`src/rtl/apu_pkg.sv`:
```
// -----------------------------------------------------------------------------
// apu_pkg
//   Shared APU definitions used by the sound-effect scheduler and its
//   round-robin arbiter.
//
//   Contents:
//     sfx_state_e  - scheduler FSM state encoding
//     req_id_t     - 2-bit requester index (four requesters)
//     RESET_LAST   - last-winner value after reset, so requester 0 wins first
//     id_onehot()  - requester index to one-hot grant vector
// -----------------------------------------------------------------------------
package apu_pkg;

    typedef enum logic [1:0] {
        ST_IDLE    = 2'd0,
        ST_GRANT   = 2'd1,
        ST_PLAY    = 2'd2,
        ST_RELEASE = 2'd3
    } sfx_state_e;

    typedef logic [1:0] req_id_t;

    localparam req_id_t RESET_LAST = 2'd3;

    function automatic logic [3:0] id_onehot(input req_id_t id);
        return 4'b0001 << id;
    endfunction

endpackage

```
`src/rtl/sfx_scheduler_rr_arb4.sv`:
```
// -----------------------------------------------------------------------------
// rr_arb4
//   Four-way round-robin arbiter, purely combinational.  The search starts at
//   last+1 (mod 4) and wraps, so the most recent winner has lowest priority.
//
//   Ports:
//     req    [3:0] in   request vector
//     last   [1:0] in   index of previous winner
//     winner [1:0] out  selected requester (0 when no request)
//     valid        out  at least one request present
// -----------------------------------------------------------------------------
module rr_arb4
    import apu_pkg::*;
(
    input  logic [3:0] req,
    input  req_id_t    last,
    output req_id_t    winner,
    output logic       valid
);

    req_id_t idx;

    // Walk candidates from farthest to nearest so the closest requester
    // after 'last' is the one left standing.
    always_comb begin
        idx    = '0;
        winner = '0;
        valid  = |req;
        for (int i = 3; i >= 0; i--) begin
            idx = last + 2'(i) + 2'd1;
            if (req[idx]) begin
                winner = idx;
            end
        end
    end

endmodule

```
`src/rtl/sfx_scheduler.sv`:
```
// -----------------------------------------------------------------------------
// sfx_scheduler
//   Arbitrates four sound-effect requesters and plays the winner's tone
//   override word for a number of note ticks.  The override nibbles drive the
//   APU oneshot override inputs directly; a zero nibble lets music through.
//
//   Ports:
//     clk, reset            system clock, async active-high reset
//     note_clk              beat level from the beat counter (async to clk)
//     req      [3:0]        per-requester level request, held until grant
//     sfx0..3  [15:0]       tone words {t0,t1,t2,t3}
//     dur0..3  [DUR_W-1:0]  play length in note ticks (0 plays as 1)
//     abort                 terminate the playing effect
//     grant    [3:0]        one-hot, one-cycle accept pulse
//     t0_os..t3_os [3:0]    tone overrides, zero when not playing
//     busy                  effect playing
//     active_id [1:0]       requester being served, valid while busy
//     done                  one-cycle pulse when playback ends
// -----------------------------------------------------------------------------
module sfx_scheduler
    import apu_pkg::*;
#(
    parameter int DUR_W = 8
) (
    input  logic             clk,
    input  logic             reset,
    input  logic             note_clk,
    input  logic [3:0]       req,
    input  logic [15:0]      sfx0,
    input  logic [15:0]      sfx1,
    input  logic [15:0]      sfx2,
    input  logic [15:0]      sfx3,
    input  logic [DUR_W-1:0] dur0,
    input  logic [DUR_W-1:0] dur1,
    input  logic [DUR_W-1:0] dur2,
    input  logic [DUR_W-1:0] dur3,
    input  logic             abort,
    output logic [3:0]       grant,
    output logic [3:0]       t0_os,
    output logic [3:0]       t1_os,
    output logic [3:0]       t2_os,
    output logic [3:0]       t3_os,
    output logic             busy,
    output logic [1:0]       active_id,
    output logic             done
);

    // -------------------------------------------------------------------------
    // note_clk synchronizer: [0],[1] are the two sync stages, [2] holds the
    // previous synchronized level for rising-edge detection.
    // -------------------------------------------------------------------------
    logic [2:0] sync_q, sync_d;
    logic       tick;

    assign sync_d = {sync_q[1:0], note_clk};
    assign tick   = sync_q[1] & ~sync_q[2];

    // -------------------------------------------------------------------------
    // Requester input selection
    // -------------------------------------------------------------------------
    logic [3:0][15:0]      sfx_in;
    logic [3:0][DUR_W-1:0] dur_in;

    assign sfx_in = {sfx3, sfx2, sfx1, sfx0};
    assign dur_in = {dur3, dur2, dur1, dur0};

    // -------------------------------------------------------------------------
    // Arbiter
    // -------------------------------------------------------------------------
    req_id_t last_q, last_d;
    req_id_t arb_winner;
    logic    arb_valid;

    rr_arb4 u_arb (
        .req    (req),
        .last   (last_q),
        .winner (arb_winner),
        .valid  (arb_valid)
    );

    // -------------------------------------------------------------------------
    // FSM and playback state
    // -------------------------------------------------------------------------
    sfx_state_e       state_q, state_d;
    req_id_t          active_q, active_d;
    logic [DUR_W-1:0] cnt_q, cnt_d;
    logic [15:0]      sfx_q, sfx_d;

    always_ff @(posedge clk or posedge reset) begin
        if (reset) begin
            sync_q   <= '0;
            state_q  <= ST_IDLE;
            active_q <= '0;
            last_q   <= RESET_LAST;
            cnt_q    <= '0;
            sfx_q    <= '0;
        end else begin
            sync_q   <= sync_d;
            state_q  <= state_d;
            active_q <= active_d;
            last_q   <= last_d;
            cnt_q    <= cnt_d;
            sfx_q    <= sfx_d;
        end
    end

    always_comb begin
        state_d  = state_q;
        active_d = active_q;
        last_d   = last_q;
        cnt_d    = cnt_q;
        sfx_d    = sfx_q;

        unique case (state_q)
            ST_IDLE: begin
                // Winner is fixed here; a requester that dropped req before
                // this cycle simply never shows up in the arbitration.
                if (arb_valid) begin
                    active_d = arb_winner;
                    state_d  = ST_GRANT;
                end
            end

            ST_GRANT: begin
                // Snapshot the word and length; later input changes are
                // invisible to the running effect.  A tick landing in this
                // cycle is not counted.
                sfx_d   = sfx_in[active_q];
                cnt_d   = (dur_in[active_q] == '0) ? DUR_W'(1) : dur_in[active_q];
                last_d  = active_q;
                state_d = ST_PLAY;
            end

            ST_PLAY: begin
                // Abort and the final tick both lead to the same single
                // RELEASE cycle, so coincidence still yields one done pulse.
                if (abort) begin
                    cnt_d   = '0;
                    state_d = ST_RELEASE;
                end else if (tick) begin
                    if (cnt_q == DUR_W'(1)) begin
                        cnt_d   = '0;
                        state_d = ST_RELEASE;
                    end else begin
                        cnt_d = cnt_q - DUR_W'(1);
                    end
                end
            end

            ST_RELEASE: begin
                state_d = ST_IDLE;
            end

            default: begin
                state_d = ST_IDLE;
            end
        endcase
    end

    // -------------------------------------------------------------------------
    // Outputs are decoded from registered state so an async reset clears the
    // overrides in the same cycle without a done pulse.
    // -------------------------------------------------------------------------
    assign grant     = (state_q == ST_GRANT) ? id_onehot(active_q) : 4'b0000;
    assign busy      = (state_q == ST_PLAY);
    assign done      = (state_q == ST_RELEASE);
    assign active_id = active_q;

    assign t0_os = busy ? sfx_q[15:12] : 4'h0;
    assign t1_os = busy ? sfx_q[11:8]  : 4'h0;
    assign t2_os = busy ? sfx_q[7:4]   : 4'h0;
    assign t3_os = busy ? sfx_q[3:0]   : 4'h0;

endmodule

```
`config.mk`:
```
export PLATFORM = sky130hd
export DESIGN_NAME = sfx_scheduler
export DESIGN_NICKNAME = d
export VERILOG_FILES = /design/src/rtl/apu_pkg.sv /design/src/rtl/sfx_scheduler_rr_arb4.sv /design/src/rtl/sfx_scheduler.sv
export SDC_FILE = /design/constraint.sdc
export NUM_CORES = 1
export LEC_CHECK = 0
export BUFFER_PORTS_ARGS = -buffer_cell sky130_fd_sc_hd__buf_2
export CAP_MARGIN = 20
export CORE_MARGIN = 10
export CORE_UTILIZATION = 48
export DETAILED_ROUTE_END_ITERATION = 12
export PLACE_DENSITY_LB_ADDON = 0.1
export SETUP_SLACK_MARGIN = 0.3
export SYNTH_ARGS = -nofsm -noshare
export SYNTH_HDL_FRONTEND = slang
export SYNTH_SLANG_ARGS = --single-unit
```
`constraint.sdc`:
```
create_clock -name clk -period 3.3 [get_ports clk]
set_input_delay 0.33 -clock clk [delete_from_list [all_inputs] [get_ports clk]]
set_output_delay 0.33 -clock clk [all_outputs]
set_load 0.02 [all_outputs]
```
==> summary.txt <==
Logic synthesis
  – Flip-flop and latch count after synthesis: 33
  – Mean post-synth cell area: 12.0 sq um
  – Xor/xnor cell area share of the yosys netlist: 0%
  – Simple-gate share of the synthesized area: 13.1%
  – Synth Area in Adders: between 3 and 4%
  – Synth Net Count: 304
  – Predominant post-synthesis flop cell: dfrtp_1
  – Combined area of all synthesized cells: 2320 sq um
  – Total number of yosys warnings: 0
  – FFs w/ async S/R, synth: 100%
  – Multiplexer share of the synthesized area: 33.0%
  – Sequential-to-total area share from yosys stat: 35.7%
  – Compound-Gate Fraction of Synth Area: between 10% and 20%
  – Cells after synthesis: 194
  – Number of library cell types mapped by synthesis: slightly above 40
  – Main combinational cell family by area after synthesis: multiplexers
  – Count of flip-flops with a built-in enable after synthesis: 0

Power
  – Net Switching: 0.00118 W
  – Sw Share: 41.3%
  – Combinational fraction of design power: 58.1%
  – Design Power: 0.00286 W
  – Sequential cell fraction of total power: 28.7%
  – IR Drop Worst-Case VDD: between 300 and 400 uV
  – Leakage power summed over all cells: approximately 1.5 nW
  – Internal power: about 0.0017 W
  – Power density of the placed cells: a little over 900 nW/um^2
  – Share of total power in the clock network: 13.1%

Clock tree
  – TritonCTS clock tree: built
  – Maximum root-to-sink buffer count: 2
  – Register clock-pin slew on the reported worst setup and hold paths: 0.07 ns
  – Clock latency on the worst-skew pair: 0.29 ns
  – Root buffer cell: clkbuf_8
  – Post-CTS sizing: 0
  – Sinks on the clock net: 33
  – # Post-CTS Setup Buffers: 0
  – Total number of H-tree levels: 2
  – Number of buffers created by CTS: 5
  – Cts-stage hold buffer count: 0

Floorplanning
  – Height of the die: between 80 and 90 um
  – I/O Pins: roughly 130
  – Standard-cell rows: 25
  – X dimension of the die: 89.5 um
  – Initial standard-cell utilization of the core: 49.4%
  – Core region area: 4690 sq um
  – DIE AREA: 8010 sq um

Setup path
  – Nature of the critical path endpoint: output pin
  – Critical Path Fanout Max: 17
  – Critical Path AT: 1.71 ns
  – Startpoint Class: register
  – Data required, critical path: around 3.0 ns
  – CP delay by family, top: flip-flops
  – CP cell instances: buf_4 -> nand2_1 -> nor2_1 -> buf_2
  – Critical setup path kind: reg2out
  – Cell at the slowest stage of the critical path: dfrtp_2
  – Total buffers and inverters traversed by the critical path: 2
  – Slowest cell delay on critical path: 0.71 ns

Routing
  – Number of vias in the routed layout: 2080
  – WL per Instance: 18.4 um
  – Detailed-route DRC error count: 0
  – Initial drt markers: 89
  – Drt first pass iters: 4
  – Wire length after detailed routing: 6930 um
  – Routed via count divided by cell count: 5.52
  – Post-route ant nets: 0

Placement
  – Post-detailed-placement half-perimeter wirelength: 5680 um
  – Worst setup timing slack at the placement stage: 1.22 ns
  – Area after detailed placement: 3000 sq um
  – Gp weighted congestion: around 0.94
  – Count of input and output buffers: ~130

Cells and area
  – Filler cell count in the final layout: between 300 and 400
  – Commonest non-fill, non-tap cell in the layout: buf_2
  – Commonest cells after routing, fill and taps aside: buf_2 (127), dfrtp_1 (30), mux4_2 (24), mux2_2 (19), and2_1 (16)
  – Final nets: ~430
  – Share of final-layout standard cells stronger than drive strength 1: 58.5%
  – Diodes inserted: 0
  – Total non-filler cell area in the finished layout: 3130 sq um
  – Syn-to-layout area delta: 35.0%

Timing
  – Final worst path period need: 2.04 ns
  – Peak Freq: 0.490 GHz
  – Worst-margin pin slew: 0.727 ns
  – Setup slack after layout: 1.26 ns
  – Number of setup violations in the final report: 0
  – Worst rel slew slack: between 50 and 60%
  – Period utilisation layout: roughly three fifths
  – RSZ-0062 raised after global routing: no
  – Worst clock skew on the final layout: 0.00774 ns
  – Final Hold Fails: 0
  – Setup TNS: 0 ns
  – Number of pins with negative max-slew slack in the final report: 0

Worst hold path
  – Classification of the worst-slack hold path: in2async

Global routing
  – Total routing usage reported by global routing: 18.5%
  – Wire length of the first global-routing pass: roughly 11000 um
  – Antenna violations before repair: 0
  – GRT overflow: 0
  – Vias in the first global route: 2387
  – Maximum number of pins on one net before global-route repair: 34

Status
  – Status: finished clean

Flow run
  – Number of maximum-capacitance violations: 0
-- cells in the mapped netlist, types with 2 or more instances --
library cell	number	area (sq um)
a21oi_1	7	35.0
a32oi_1	4	35.0
and2_1	16	100
buf_6	2	22.5
clkbuf_1	8	30.0
dfrtp_1	31	776
dfstp_2	2	52.6
ha_1	6	75.1
inv_1	12	45.0
mux2_2	19	214
mux4_2	24	541
nand2_1	6	22.5
nand2b_1	3	18.8
nand3_1	4	20.0
nand4_1	2	12.5
nor2_1	10	37.5
nor2b_1	2	12.5
nor3b_1	2	15.0
nor4_1	2	12.5
o21ai_0	9	45.0
o22ai_1	2	12.5
o2bb2ai_1	2	17.5
-- state kept, by name (all words and copies together) (netlist names) --
name	flops
active_id	2
cnt_q	8
last_q	2
sfx_q	16
state_q	2
sync_q	3
-- worst min-delay path: cells and delay by family --
| kind | cells | cell delay (ns) |
|---|---|---|
| buf+inv | 3 | 0.50 |
-- routing by layer --
metal	global-route usage, %	part of all wire (%)	vias up
li1	-	-	993
met1	20.2	38	995
met2	31.1	51	81
met3	7.57	9.4	11
met4	7.66	1.6	0
met5	0	0	-
-- metrics by stage --
step                      util (%)  std cells  hold slack, ns
after floorplan                  -        194           0.331
after global placement        63.9        368           0.341
after detailed placement      63.9        368           0.340
after CTS                     66.2        376           0.125
after global routing          66.7        377           0.134
final                         66.7        377           0.118
-- cell families after synthesis --
kind of cell / after synthesis
simple gates: 52
compound gates: 36
fa+ha+maj: 6
mux: 44
buf+inv: 23
flops: 33
-- power by group through the flow --
stage | sequential, W | combinational [W] | clock, W
after detailed placement | 0.000873 | 0.00161 | 0
after global routing | 0.000862 | 0.00184 | 0.000403
final | 0.000822 | 0.00166 | 0.000376
after floorplan | 0.000740 | 0.00132 | 0
after global placement | 0.000859 | 0.00159 | 0
after CTS | 0.000866 | 0.00161 | 0.000385
-- path summary, 6_finish.rpt --
kind,depth (start not counted),start,to,slack (ns)
min reg2reg,0,sync_q[0]$_DFF_PP0_,sync_q[1]$_DFF_PP0_,0.36
max,4,active_id[0]$_DFFE_PP0P_,grant[1],1.26
min in group clk,1,note_clk,sync_q[0]$_DFF_PP0_,0.15
max in group asynchronous,3,reset,last_q[1]$_DFFE_PP1P_,2.85
max reg2reg,3,active_id[0]$_DFFE_PP0P_,sfx_q[15]$_DFFE_PP0P_,1.33
min,3,reset,sfx_q[1]$_DFFE_PP0P_,0.12
-- cell type report --
class	count	area [sq um]	area share, %
inverters	12	45.0	1.44
well taps	54	67.6	2.16
repair buffers	132	693	22.1
multi-input cells	138	1390	44.3
clock buffers	6	72.6	2.32
clock inverters	2	35.0	1.12
flip-flops and latches	33	830	26.5
Power figures use the tool's default switching activity.
